==> config.mk <==
export PLATFORM = sky130hd
export DESIGN_NAME = lcd_tgen
export DESIGN_NICKNAME = d
export VERILOG_FILES = /design/src/rtl/lcd_tgen.sv
export SDC_FILE = /design/constraint.sdc
export NUM_CORES = 1
export LEC_CHECK = 0
export CAP_MARGIN = 20
export CORE_MARGIN = 4
export CORE_UTILIZATION = 50
export DETAILED_ROUTE_END_ITERATION = 12
export HOLD_SLACK_MARGIN = 0.03
export PLACE_DENSITY_LB_ADDON = 0.15
export SYNTH_ARGS = -nofsm -noshare
export SYNTH_HDL_FRONTEND = slang
export SYNTH_SLANG_ARGS = --single-unit
==> constraint.sdc <==
create_clock -name clk -period 4.5 [get_ports clk]
set_input_delay 1.125 -clock clk [delete_from_list [all_inputs] [get_ports clk]]
set_output_delay 1.125 -clock clk [all_outputs]
set_load 0.005 [all_outputs]
==> src/rtl/lcd_tgen.sv <==
// lcd_tgen: parametrised panel timing and RGB test-pattern generator.
// Build option: define PGEN_SCROLL_EN to scroll the pattern one pixel per frame.
module lcd_tgen #(
  parameter int unsigned P_DAT_BIT = 6,
  parameter int unsigned H_ACTIVE  = 480,
  parameter int unsigned H_FP      = 2,
  parameter int unsigned H_SYNC    = 41,
  parameter int unsigned H_BP      = 2,
  parameter int unsigned V_ACTIVE  = 272,
  parameter int unsigned V_FP      = 2,
  parameter int unsigned V_SYNC    = 10,
  parameter int unsigned V_BP      = 2,
  parameter bit          HS_POL    = 1'b0,
  parameter bit          VS_POL    = 1'b0,
  parameter int unsigned CHK_LOG2  = 4
) (
  input  logic                 clk,
  input  logic                 rst,
  input  logic                 en,
  input  logic [1:0]           mode,
  output logic                 vs_out,
  output logic                 hs_out,
  output logic                 de_out,
  output logic [P_DAT_BIT-1:0] rdata_out,
  output logic [P_DAT_BIT-1:0] gdata_out,
  output logic [P_DAT_BIT-1:0] bdata_out,
  output logic                 xstby,
  output logic                 rev,
  output logic [7:0]           frame_cnt
);

  localparam int unsigned HT =
    H_SYNC + H_BP + H_ACTIVE + H_FP;
  localparam int unsigned VT =
    V_SYNC + V_BP + V_ACTIVE + V_FP;
  localparam int unsigned HW = $clog2(HT);
  localparam int unsigned VW = $clog2(VT);
  localparam int unsigned XW = $clog2(H_ACTIVE + 1);
  localparam int unsigned YW = $clog2(V_ACTIVE + 1);
  localparam int          BAR_W = H_ACTIVE / 8;

  localparam logic [HW-1:0] H_SE   = HW'(H_SYNC);
  localparam logic [HW-1:0] H_AB   = HW'(H_SYNC + H_BP);
  localparam logic [HW-1:0] H_AN   = HW'(H_ACTIVE);
  localparam logic [HW-1:0] H_LAST = HW'(HT - 1);
  localparam logic [VW-1:0] V_SE   = VW'(V_SYNC);
  localparam logic [VW-1:0] V_AB   = VW'(V_SYNC + V_BP);
  localparam logic [VW-1:0] V_AN   = VW'(V_ACTIVE);
  localparam logic [VW-1:0] V_LAST = VW'(VT - 1);

  typedef enum logic {
    S_IDLE,
    S_RUN
  } state_t;

  state_t state;
  state_t state_nx;

  logic [HW-1:0] hcnt;
  logic [VW-1:0] vcnt;
  logic [HW-1:0] hx;
  logic [VW-1:0] vy;
  logic [XW-1:0] x;
  logic [YW-1:0] y;
  logic [XW-1:0] px;
  logic          h_act;
  logic          v_act;

  logic          run;
  logic          last;
  logic          fstart;
  logic          inc;
  logic          first_q;
  logic [1:0]    mode_q;

  logic          s1_hs;
  logic          s1_vs;
  logic          s1_de;
  logic [XW-1:0] s1_x;
  logic [YW-1:0] s1_y;
  logic [1:0]    s1_mode;

  logic [2:0]    idx;
  logic [XW+P_DAT_BIT-1:0] xe;
  logic [XW-1:0] xs;
  logic [YW-1:0] ys;
  logic [P_DAT_BIT-1:0] pr;
  logic [P_DAT_BIT-1:0] pg;
  logic [P_DAT_BIT-1:0] pb;

  // state register
  always_ff @(posedge clk) begin
    if (rst) state <= S_IDLE;
    else     state <= state_nx;
  end

  // start on en, stop only at the last clock of a frame
  always_comb begin
    state_nx = state;
    unique case (state)
      S_IDLE: if (en) state_nx = S_RUN;
      S_RUN:  if (last && !en) state_nx = S_IDLE;
    endcase
  end

  // FSM-derived control strobes
  always_comb begin
    run    = (state == S_RUN);
    last   = (hcnt == H_LAST) && (vcnt == V_LAST);
    fstart = run && (hcnt == '0) && (vcnt == '0);
    inc    = fstart && !first_q;
  end

  // raster counters, parked at zero while idle
  always_ff @(posedge clk) begin
    if (rst || !run) begin
      hcnt <= '0;
      vcnt <= '0;
    end else if (hcnt == H_LAST) begin
      hcnt <= '0;
      vcnt <= (vcnt == V_LAST) ? '0 : vcnt + 1'b1;
    end else begin
      hcnt <= hcnt + 1'b1;
    end
  end

  // active-region decode and pixel coordinates
  always_comb begin
    hx    = hcnt - H_AB;
    vy    = vcnt - V_AB;
    h_act = (hcnt >= H_AB) && (hx < H_AN);
    v_act = (vcnt >= V_AB) && (vy < V_AN);
    x     = hx[XW-1:0];
    y     = vy[YW-1:0];
  end

  // frame-start bookkeeping: mode latch, frame count, rev, standby
  always_ff @(posedge clk) begin
    if (rst) begin
      xstby     <= 1'b0;
      frame_cnt <= '0;
      rev       <= 1'b0;
      mode_q    <= '0;
      first_q   <= 1'b1;
    end else begin
      xstby <= (state_nx == S_RUN);
      if (!run) begin
        first_q <= 1'b1;
      end else if (fstart) begin
        mode_q  <= mode;
        first_q <= 1'b0;
        if (!first_q) begin
          frame_cnt <= frame_cnt + 1'b1;
          rev       <= ~rev;
        end
      end
    end
  end

`ifdef PGEN_SCROLL_EN
  localparam int unsigned XW1 = XW + 1;
  localparam logic [XW:0]   HA_C  = XW1'(H_ACTIVE);
  localparam logic [XW-1:0] HA_M1 = XW'(H_ACTIVE - 1);

  logic [XW-1:0] off;
  logic [XW:0]   sum;

  // off mirrors frame_cnt mod H_ACTIVE without a divider
  always_ff @(posedge clk) begin
    if (rst) begin
      off <= '0;
    end else if (inc) begin
      if (frame_cnt == 8'hff || off == HA_M1)
        off <= '0;
      else
        off <= off + 1'b1;
    end
  end

  // scrolled x: one conditional subtract wraps the sum
  always_comb begin
    sum = {1'b0, x} + {1'b0, off};
    if (sum >= HA_C) sum = sum - HA_C;
    px = sum[XW-1:0];
  end
`else
  // pattern uses the raw x coordinate
  always_comb px = x;
`endif

  // stage 1: register timing flags and pattern coordinates
  always_ff @(posedge clk) begin
    if (rst) begin
      s1_hs   <= 1'b0;
      s1_vs   <= 1'b0;
      s1_de   <= 1'b0;
      s1_x    <= '0;
      s1_y    <= '0;
      s1_mode <= '0;
    end else begin
      s1_hs   <= run && (hcnt < H_SE);
      s1_vs   <= run && (vcnt < V_SE);
      s1_de   <= run && h_act && v_act;
      s1_x    <= px;
      s1_y    <= y;
      s1_mode <= mode_q;
    end
  end

  // pattern generator
  always_comb begin
    pr  = '0;
    pg  = '0;
    pb  = '0;
    idx = '0;
    for (int k = 1; k < 8; k++)
      if (int'(s1_x) >= k * BAR_W) idx = idx + 3'd1;
    xe = {{P_DAT_BIT{1'b0}}, s1_x};
    xs = s1_x >> CHK_LOG2;
    ys = s1_y >> CHK_LOG2;
    unique case (1'b1)
      (s1_mode == 2'd0): begin
        pr = {P_DAT_BIT{~idx[1]}};
        pg = {P_DAT_BIT{~idx[2]}};
        pb = {P_DAT_BIT{~idx[0]}};
      end
      (s1_mode == 2'd1): begin
        pr = xe[P_DAT_BIT-1:0];
        pg = xe[P_DAT_BIT-1:0];
        pb = xe[P_DAT_BIT-1:0];
      end
      (s1_mode == 2'd2): begin
        pr = {P_DAT_BIT{xs[0] ^ ys[0]}};
        pg = {P_DAT_BIT{xs[0] ^ ys[0]}};
        pb = {P_DAT_BIT{xs[0] ^ ys[0]}};
      end
      default: begin
        pr = '1;
        pg = '1;
        pb = '1;
      end
    endcase
  end

  // stage 2: polarity, data blanking, output registers
  always_ff @(posedge clk) begin
    if (rst) begin
      hs_out    <= ~HS_POL;
      vs_out    <= ~VS_POL;
      de_out    <= 1'b0;
      rdata_out <= '0;
      gdata_out <= '0;
      bdata_out <= '0;
    end else begin
      hs_out    <= s1_hs ? HS_POL : ~HS_POL;
      vs_out    <= s1_vs ? VS_POL : ~VS_POL;
      de_out    <= s1_de;
      rdata_out <= s1_de ? pr : '0;
      gdata_out <= s1_de ? pg : '0;
      bdata_out <= s1_de ? pb : '0;
    end
  end

endmodule

=== After elaboration in Yosys (flattened, before gate mapping) ===
Index checks and enable logic that the tools add are counted.

* Flip-flop bits (word level): 72
* Latch bits: 0
* Memory bits (writable): 0
* Memory bits (read-only): 0
* Input bits: 5
* Output and inout bits: 31
* Logic and storage cells: 92
* Memories kept: 0

* Add/subtract/negate cells: 11
* Multipliers: 0
* Divide/modulo/power cells: 0
* $lt $le $gt $ge: 13
* Equal/unequal tests: 4
* Shifts and indexed selects: 0
* Mux-type cells: 16
* Bitwise operators: 8
* Reduce and logical (&&, ||, !) cells: 21

{| class="wikitable"
|+ Operators by type and width
! operator !! count
|-
| $pmux 6 s3 || 3
|-
| $ge 9x9->1 const B || 3
|-
| $add 3x1->3 const B || 6
|-
| $ge 9x8->1 const B || 2
|-
| $mux 3 || 6
|-
| $add 10x1->10 const B || 1
|-
| $eq 10x10->1 const B || 1
|-
| $ge 10x6->1 const B || 1
|-
| $logic_and 1x1->1 || 10
|-
| $logic_not 10->1 || 1
|-
| $lt 10x6->1 const B || 1
|-
| $lt 10x9->1 const B || 1
|-
| $sub 10x6->10 const B || 1
|-
| $add 9x1->9 const B || 1
|-
| $eq 9x9->1 const B || 1
|-
| $ge 9x4->1 const B || 1
|-
| $ge 9x6->1 const B || 1
|-
| $ge 9x7->1 const B || 1
|-
| $logic_not 9->1 || 1
|-
| $lt 9x4->1 const B || 1
|-
| $lt 9x9->1 const B || 1
|-
| $mux 9 || 1
|-
| $sub 9x4->9 const B || 1
|-
| $add 8x1->8 const B || 1
|-
| 12 further kinds || 25
|}

=== Depth between registers and ports, before layout ===
Gate-level depths: netlist of the first run.

* Depth after elaboration: 16
* Gate-level depth with buffers: 21
* Mapped depth without buffers: 20

=== Worst setup path after synthesis of the first run ===
OpenSTA, ideal clock, no wires.

* Path type: register -> register
* Start point: register s1_x[8]
* End point: register rdata_out[4]
* Setup time: 70 ps
* Arrival time: 4495 ps
* Required time: 4430 ps
* Setup slack: -66 ps
* Stages on the path, launching flop included: 21
* Path buffers: 1
* Period minus slack after synthesis: 4566 ps
* Cell sequence: dfxtp_1 -> clkbuf_1 -> or2_2 -> a311oi_1 -> ha_1 -> xnor2_1 -> inv_1 -> ha_1 -> nor2b_1 -> a21o_1 -> ha_1 -> mux2_2 -> a21oi_1 -> inv_1 -> ha_1 -> nand2_1 -> o21ai_0 -> ha_1 -> a2111oi_0 -> o21ai_1 -> a21oi_1

* Word-level cells in the longest chain between the ends: 16
* Elaborated cells on any way between the ends: 22
* Those cells by class: add/sub: 6; order compare: 7; mux: 8; bitwise: 1

{| class="wikitable"
|+ Ends and longest elaborated chain
! element !! RTL line !! RTL
|-
| start, declared || 79 || <nowiki>logic [XW-1:0] s1_x;</nowiki>
|-
| start signal, assigned || 204 || <nowiki>s1_x <= px;</nowiki>
|-
| $ge 9x6->1 || 217 || <nowiki>if (int'(s1_x) >= k * BAR_W) idx = idx + 3'd1;</nowiki>
|-
| $mux 1 || 217 ||
|-
| $add 3x1->3 || 217 ||
|-
| $mux 3 || 217 ||
|-
| $add 3x1->3 || 217 ||
|-
| $mux 3 || 217 ||
|-
| $add 3x1->3 || 217 ||
|-
| $mux 3 || 217 ||
|-
| $add 3x1->3 || 217 ||
|-
| $mux 3 || 217 ||
|-
| $add 3x1->3 || 217 ||
|-
| $mux 3 || 217 ||
|-
| $add 3x1->3 || 217 ||
|-
| $mux 3 * || 217 ||
|-
| $not 1->1 * || 223 || <nowiki>pr = {P_DAT_BIT{~idx[1]}};</nowiki>
|-
| $pmux 6 s3 * || 221 || <nowiki>unique case (1'b1)</nowiki>
|-
| end signal, assigned || 258 || <nowiki>rdata_out <= s1_de ? pr : '0;</nowiki>
|-
| end, declared || 24 || <nowiki>output logic [P_DAT_BIT-1:0] rdata_out,</nowiki>
|}

Mark *: on every way between the ends. The rest lies on a longest branch, timed or not.
A chain may end at the register's enable or synchronous reset.

=== Worst setup path after layout of the first run ===
* Start point: register s1_x[3]
* End point: register rdata_out[2]

The elaborated chain is that of the path after synthesis.

==> results list, run 1 <==
- In this run the vertical extent of the chip is 87.4 microns.
- Post-Synthesis Cell Area: 3150 sq um
* Final routed wire length divided by cell count: 13.1 microns
- Overall via count from detail_route: 2527
* Worst-path fanout max: 6
- The congestion estimate from routability-driven global placement came to 0.787.
* Total Nets Final: 412
- Among all flip-flop cells after synthesis, the most frequent one is sky130_fd_sc_hd__dfxtp_1.
- # fillers: 539
* Total global routing track utilization: 0.175
- For the worst flop-to-flop path, the logic depth is 19.
- Total iterations of the first detailed-routing run: 4
- Storage element area: 1360 sq um
- FP Rows: 28
* Mean cell area of the mapped netlist: 8.82 sq um
- Clock network latency to the later pin of the worst-skew pair: 0.34 ns
- The startpoint identified for the worst register-to-register timing path is s1_x[3].
- Crit path launch type: flip-flop
- Starting density of the core: 0.523
* Final min period: 4.26 ns
- In the layout the commonest cells are 67 x sky130_fd_sc_hd__dfxtp_1, 50 x sky130_fd_sc_hd__nor2_1, 35 x sky130_fd_sc_hd__clkdlybuf4s50_1.
* Area growth, synth to finish: 21.6%
* Max-Slew Margin vs Limit: 0.514
- For this design, the slowest cell found on the critical path is sky130_fd_sc_hd__a2111oi_4.
- Number of buffers on the longest clock path: 2
- The die is 87.4 microns wide.
- Clock-pin slew was measured on the worst setup and hold paths at 0.07 ns.
* Mean number of vias per cell: 5.33
- # hold bufs at CTS: 0
- # setup viols final: 0
- Combined area of the multi-input logic cells: 1730 sq um
* Sum of internal, switching and leakage power: 1.21 mW
* Max-slew violation count: 0
- Of the synthesized area, sequential elements account for 0.432.
- Leakage power summed over all cells: 1.46 nW
- Input/output buffers: 35
* Total number of H-tree levels: 3
* Final worst path period share: 0.947
- The number of antenna diodes in the final layout is 0.
- Walking the worst path, the cells encountered are and2_1 > a311oi_2 > ha_1 > xnor2_2 > inv_1 > ha_1 > nor2b_1 > a21o_1 > ha_1 > mux2_2 > a21oi_2 > inv_1 > ha_1 > nand2_1 > o21ai_2 > ha_1 > a2111oi_4 > o21ai_4 > a21oi_2.
- Arrival time reported for the critical path endpoint: 4.54 ns
- Power per unit of standard cell area: 315 nW/um^2
* Leftover overflow at the end of global routing: 0
* CP Capture Type: flip-flop
- Worst Hold Path Cells: 1
- Share of flip-flops with an asynchronous set or reset: 0
- Peak Freq: 0.235 GHz
- Type of the most critical hold path: flip-flop to flip-flop
- TritonCTS clock tree: done
* Total wirelength of the detailed-routed design: 6230 microns
* Fin. Hold Viols: 0
- The number of antenna violations at the first check in global routing is 0.
* Biggest cell delay along the critical path: 0.42 ns
- For the worst setup path, the data required time is 4.78 ns.
- Net count after synthesis: 375
* Post-route clock skew: 0.0142 ns
- After synthesis the netlist holds a flip-flop and latch count of 68.
- Buffers inserted during clock tree synthesis total 9.
* Largest voltage drop on the vdd net: 0.000250 V
* Max capacitance violation total: 0
* First-pass GRT wire length: 10500 microns
- Number of flops mapped to enable cells by yosys: 0
- Number of distinct library cells after synthesis: 48
* Number of DRC markers after the initial detailed-route iteration: 73
- Remaining antenna violation count: 0
- Status: finished, final reports clean
- Die area: 7630 sq um
- TritonCTS Sinks: 68
* Root Buffer: sky130_fd_sc_hd__clkbuf_8
- After technology mapping, the gate count stands at 357.
- For the pin with the worst max-slew slack, the measured transition is 0.724 ns.
* Beginning of the worst hold path: s1_hs
- Placed wire-length estimate: 4460 microns
- Vias in the first global route: 2320
- The cell that appears most often on the critical path is sky130_fd_sc_hd__ha_1.
- For this run, the number of Yosys warnings is 0.
- Commonest non-fill, non-tap cell in the layout: sky130_fd_sc_hd__dfxtp_1
* Share of post-route cells with drive strength above 1: 0.115
* Classification of the worst setup path: flip-flop to flip-flop
* Total DRC errors in the routed layout: 0
- In this run the worst setup path begins at s1_x[3].
- Summing all non-filler instances in the final layout gives an area of 3830 sq um.
- Entering global routing, the biggest net connects 29 pins.
- Placed inst area: 3570 sq um
- Core outline area: 6030 sq um
- Boundary pin count: 36
==> cell type report <==
| class | count | area share |
|---|---|---|
| multi-input combinational | 256 | 0.451 |
| sequential | 68 | 0.356 |
| timing repair buffer | 44 | 0.109 |
| clock buffer | 12 | 0.0379 |
| tap | 75 | 0.0245 |
| inverter | 15 | 0.0147 |
| clock inverter | 4 | 0.00653 |
==> final timing paths <==
check / slack (ns) / to
worst min-delay path: 0.37 / hs_out
worst min register to register: 0.37 / hs_out
worst max-delay path: 0.24 / rdata_out[2]
worst max register to register: 0.24 / rdata_out[2]
==> worst max-delay path: cells and delay by family (launching register included) <==
kind,cells,cell delay [ns]
compound gates,7,1.45
xor+xnor,1,0.15
fa+ha+maj,5,1.49
buf+inv,2,0.12
flops,1,0.35
mux,1,0.27
simple gates,3,0.40
==> routing by layer <==
layer / vias to the layer above / routed length, microns / global-route usage
li1: 1300 / - / -
met1: 1161 / 2870 / 0.223
met2: 59 / 2880 / 0.278
met3: 7 / 396 / 0.0568
met4: 0 / 72 / 0.0600
met5: - / 0 / 0
==> flip-flops by register name, summed over array words and instances, names as in the netlist, 2 cells and up <==
register,flops
hcnt,10
s1_x,9
vcnt,9
frame_cnt,8
bdata_out,6
gdata_out,6
rdata_out,6
mode_q,2
s1_mode,2
==> where the power goes <==
group	total, mW	switching (mW)	internal [mW]
combinational	0.153	0.0817	0.0712
sequential	0.623	0.0105	0.613
clock	0.431	0.218	0.213
==> through the flow <==
stage	setup TNS, ns	hold WS (ns)	cells	setup slack, ns	utilization
detailed placement	0	0.361	456	0.0499	0.593
CTS	0	0.377	472	0.0221	0.621
floorplan	0	0.356	357	0.0255	-
global placement	0	0.359	456	0.230	0.593
global route	-0.177	0.400	474	-0.0461	0.636
finish	0	0.373	474	0.240	0.636
==> synthesized netlist by cell type (5+ instances only) <==
cell type / instances / area share
sky130_fd_sc_hd__nor2b_1: 10 / 0.020
sky130_fd_sc_hd__nand3_1: 14 / 0.022
sky130_fd_sc_hd__ha_1: 13 / 0.052
sky130_fd_sc_hd__nor2_1: 50 / 0.060
sky130_fd_sc_hd__xnor2_1: 12 / 0.033
sky130_fd_sc_hd__nand2b_1: 5 / 0.0099
sky130_fd_sc_hd__dfxtp_1: 68 / 0.43
sky130_fd_sc_hd__nand4_1: 10 / 0.020
sky130_fd_sc_hd__xor2_1: 23 / 0.064
sky130_fd_sc_hd__mux2i_1: 6 / 0.019
sky130_fd_sc_hd__nand2_1: 17 / 0.020
sky130_fd_sc_hd__inv_1: 15 / 0.018
sky130_fd_sc_hd__a21oi_1: 19 / 0.030
sky130_fd_sc_hd__o22ai_1: 6 / 0.012
sky130_fd_sc_hd__clkbuf_1: 14 / 0.017
sky130_fd_sc_hd__o21ai_0: 19 / 0.030
sky130_fd_sc_hd__and3_1: 5 / 0.0099
==> what timing repair did <==
| action | 4_1_cts | 5_1_grt |
|---|---|---|
| setup endpoints to repair | 0 | 12 |
| buffers inserted | 0 | 2 |
| resized for setup | 0 | 18 |
==> cells by family after synthesis <==
logic type                 after synthesis  synth area share
and+or+nand+nor                        136             0.228
muxes                                    7            0.0226
adders and majority gates               13            0.0517
xor gates and xnor gates                35            0.0973
AOI/OAI and AO/OA                       65             0.124
DFF                                     68             0.432
buffers and inverters                   33            0.0441
Power figures use the tool's default switching activity.
==> run 2, diff against run 1 <==
--- a/config.mk
+++ b/config.mk
@@ -5,11 +5,13 @@
 export SDC_FILE = /design/constraint.sdc
 export NUM_CORES = 1
 export LEC_CHECK = 0
+export ABC_AREA = 1
 export CAP_MARGIN = 20
 export CORE_MARGIN = 4
-export CORE_UTILIZATION = 50
+export CORE_UTILIZATION = 51
 export DETAILED_ROUTE_END_ITERATION = 12
 export HOLD_SLACK_MARGIN = 0.03
+export MAX_ROUTING_LAYER = met4
 export PLACE_DENSITY_LB_ADDON = 0.15
 export SYNTH_ARGS = -nofsm -noshare
 export SYNTH_HDL_FRONTEND = slang
==> results list, run 2 <==
- Ranked by flip-flop count, first place goes to hcnt.
- The share of the core filled with cells in the final layout came to 0.626 (-0.00961).
- The average footprint of a synthesized cell is 7.46 sq um (-15%).
- The final antenna-violating net count came to 0 (unchanged).
- The die area came to 7960 sq um (+4.3%).
- The number of buffers added for setup after CTS came to 0 (unchanged).
* Cell count after synthesis: 451 (+26%)
- # hold bufs at CTS: 0 (unchanged)
- Vias in the first global route: 2841 (+22%)
- The fraction of the yosys area taken by sequential cells was 0.405 (-0.0275).
* XOR/XNOR share of the synthesized area: 0.0234 (-0.0739)
- The per-cell routed wire length is 12.1 microns (-8.0%).
- Antenna diode count: 0 (unchanged)
- Total global routing track utilization: 0.196 (+0.0213)
- In the layout the commonest cells are 77 x sky130_fd_sc_hd__nand2_1, 66 x sky130_fd_sc_hd__dfxtp_1, 55 x sky130_fd_sc_hd__inv_1.
* Mean number of vias per cell: 5.20 (-2.4%)
- Root Buffer: sky130_fd_sc_hd__clkbuf_8
* Number of DRC markers after the initial detailed-route iteration: 162 (+120%)
- The total I/O pin count was 36 (unchanged).
* Antenna violations before repair: 0 (unchanged)
- Leftover overflow at the end of global routing: 0 (unchanged)
* Yosys warnings: 0 (unchanged)
* Chip width: 89.2 microns (+2.1%)
* Largest area contributor in the synthesized netlist: sky130_fd_sc_hd__dfxtp_1
- Clock-pin slew on the worst setup and hold paths: 0.07 ns (about the same)
* Leading post-synthesis cells by instance count: 77 x sky130_fd_sc_hd__nand2_1, 68 x sky130_fd_sc_hd__dfxtp_1, 55 x sky130_fd_sc_hd__inv_1, 45 x sky130_fd_sc_hd__nor2_1, 38 x sky130_fd_sc_hd__a21oi_1
- The deepest level of the CTS H-tree is 3 (unchanged).
- After synthesis, the largest family of logic cells by area is simple AND/OR/NAND/NOR gates.
- CP Capture Type: flip-flop
- Worst-path fanout max: 6 (unchanged)
* Overall via count from detail_route: 2981 (+18%)
- Slew at the pin with the worst max-slew slack: 0.754 ns (+0.0294 ns)
- Fin. Hold Viols: 0 (unchanged)
* Max capacitance violation total: 0 (unchanged)
- The remaining max-slew budget at the tightest pin is 0.496 (-0.0179).
- The effective utilization at floorplan came to 0.527 (+0.00401).
* Final worst path period share: 0.923 (-0.0232)
- The compound-gate portion of the synthesized area was 0.119 (-0.00528).
- The fraction of synthesized area in multiplexers came to 0 (-0.0226).
* Simple-Gate Fraction of Synth Area: 0.320 (+0.0919)
* Area growth, synth to finish: 18.9%
- Total wirelength of the detailed-routed design: 6920 microns (+11%)
- Share of the synthesized area in the top cell type: 0.405 (-0.0275)
* TritonCTS clock tree: done
- Last weighted congestion value of the routability-driven placer: 0.876 (+11%)
- The flip-flop count of the largest register, all copies and words added was 10 (unchanged).
- FP Rows: 29 (+3.6%)
- Post-synthesis register bit count: 68 (unchanged)
- The clock skew came to 0.00949 ns (-0.00468 ns).
- Share of post-route cells with drive strength above 1: 0.121 (+0.00568)
- The number of buffers added on ports came to 35 (unchanged).
- TritonCTS Sinks: 68 (unchanged)
- Max-slew violation count: 0 (unchanged)
* Core outline area: 6390 sq um (+6.0%)
- Classification of the worst setup path: flip-flop to flip-flop
- Status: finished, final reports clean
- Number of CTS-inserted buffers: 9 (unchanged)
- Biggest area contributors in the synthesized netlist: sky130_fd_sc_hd__dfxtp_1 40%, sky130_fd_sc_hd__nand2_1 8.6%, sky130_fd_sc_hd__inv_1 6.1%, sky130_fd_sc_hd__a21oi_1 5.7%, sky130_fd_sc_hd__nor2_1 5.0%
- The source-to-sink clock delay at the later pin of the worst-skew pair is 0.34 ns (about the same).
- In the synthesized netlist the dominant register cell turns out to be sky130_fd_sc_hd__dfxtp_1.
- The number of remaining DRC errors came to 0 (unchanged).
* Setup TNS Final: 0 ns (unchanged)
* First-pass GRT wire length: 12000 microns (+14%)
* Placed wire-length estimate: 5270 microns (+18%)
* Number of flops mapped to enable cells by yosys: 0 (unchanged)
* Largest registers: hcnt (10), s1_x (9), vcnt (9)
* Power per unit of standard cell area: 324 nW/um^2 (+2.7%)
- The arrival time of the worst setup path came to 4.41 ns (-0.13 ns).
- Gates resized, CTS repair: 0 (unchanged)
- The share of synthesized registers carrying an async set or reset came to 0 (unchanged).
- Crit path required time: 4.76 ns (-0.02 ns)
- Type of the most critical hold path: flip-flop to flip-flop
* Number of buffers on the longest clock path: 2 (unchanged)
* Final min period: 4.16 ns (-0.104 ns)
- Net count after synthesis: 469 (+25%)
- The library cell used most frequently in the layout, excluding fill and tap cells, is sky130_fd_sc_hd__nand2_1.
- Adder and majority cell fraction of the synthesized area: 0.0484 (-0.00329)
- Most repeated cell in the gate-level netlist after synthesis: sky130_fd_sc_hd__nand2_1
- The highest clock rate was 0.241 GHz (+2.5%).
- Total Nets Final: 509 (+24%)
- # fillers: 580 (+7.6%)
- The total setup violations reported at the end of the flow was 0 (unchanged).
* Post-Synthesis Cell Area: 3360 sq um (+6.8%)
* Leakage power summed over all cells: 1.69 nW (+16%)
- Total iterations of the first detailed-routing run: 5 (+1)
- The largest net degree at the start of global routing came to 21 (-28%).
- Largest voltage drop on the vdd net: 0.000267 V (+6.8%)
- Setup repair after global routing left no endpoint under its margin.
- Number of distinct library cells after synthesis: 41 (-15%)
* Chip height: 89.2 microns (+2.1%)
- Crit path launch type: flip-flop
run 2: metal layers:
layer / share of wire / vias up / global-route usage / wire, microns
li1: - / 1551 / - / -
met1: 0.46 / 1350 / 0.226 / 3170
met2: 0.48 / 67 / 0.334 / 3320
met3: 0.050 / 13 / 0.0507 / 347
met4: 0.013 / 0 / 0.0636 / 87
met5: 0 / - / - / 0
run 2: final cells by class:
| class | instances | area [sq um] | share of cell area |
|---|---|---|---|
| Multi-Input combinational cell | 310 | 1720 | 0.429 |
| Sequential cell | 68 | 1360 | 0.341 |
| Timing Repair Buffer | 36 | 358 | 0.0895 |
| Inverter | 66 | 248 | 0.0620 |
| Clock buffer | 9 | 124 | 0.0310 |
| Tap cell | 77 | 96.3 | 0.0241 |
| Clock inverter | 7 | 91.3 | 0.0228 |
run 2: worst max-delay path, stage by stage (launching register included):
cell	delay, ns
sky130_fd_sc_hd__dfxtp_1	0.44
sky130_fd_sc_hd__nand2_2	0.12
sky130_fd_sc_hd__o21ai_1	0.18
sky130_fd_sc_hd__inv_1	0.07
sky130_fd_sc_hd__ha_1	0.37
sky130_fd_sc_hd__inv_1	0.08
sky130_fd_sc_hd__nand3_1	0.14
sky130_fd_sc_hd__nand2_1	0.08
sky130_fd_sc_hd__ha_1	0.28
sky130_fd_sc_hd__or2_1	0.24
sky130_fd_sc_hd__o21a_1	0.11
sky130_fd_sc_hd__ha_1	0.26
sky130_fd_sc_hd__nand2_1	0.10
sky130_fd_sc_hd__nand2_1	0.06
sky130_fd_sc_hd__ha_1	0.27
sky130_fd_sc_hd__or2_1	0.25
sky130_fd_sc_hd__and2_1	0.17
sky130_fd_sc_hd__ha_1	0.19
sky130_fd_sc_hd__nand2_1	0.07
sky130_fd_sc_hd__nand2_1	0.06
sky130_fd_sc_hd__nand2_1	0.06
sky130_fd_sc_hd__nand2_1	0.06
sky130_fd_sc_hd__nand2_1	0.06
sky130_fd_sc_hd__nand2_1	0.05
sky130_fd_sc_hd__nand2_1	0.08
sky130_fd_sc_hd__nand2_2	0.09
sky130_fd_sc_hd__a21oi_1	0.15
run 2: final timing paths:
path         startpoint      endpoint  slack [ns]  cells after the start
max reg2reg     s1_x[6]  gdata_out[2]        0.34                     26
min reg2reg       s1_hs        hs_out        0.37                      1
max             s1_x[6]  gdata_out[2]        0.34                     26
min               s1_hs        hs_out        0.37                      1
run 2: logic make-up (layout without fill, tap and decap cells):
kind of cell,Yosys count,after routing
xor+xnor,9,9
simple gates,216,216
compound gates,72,72
fa+ha+maj,13,13
buf+inv,73,118
flops,68,68
run 2: power by group:
group | internal, mW | switching [mW]
registers | 0.614 | 0.00939
clock network | 0.310 | 0.225
logic | 0.0506 | 0.0859
total | 0.974 | 0.320
run 2: through the flow:
step / hold WS [ns] / setup slack [ns] / area [sq um] / cells / total power, mW
finish: 0.372 / 0.345 / 4000 / 573 / 1.29
global route: 0.380 / 0.0309 / 4000 / 573 / 1.35
CTS: 0.373 / 0.247 / 4000 / 573 / 1.31
detailed placement: 0.358 / 0.271 / 3780 / 557 / 0.772
global placement: 0.356 / 0.456 / 3780 / 557 / 0.768
floorplan: 0.352 / 0.622 / 3360 / 451 / 0.739
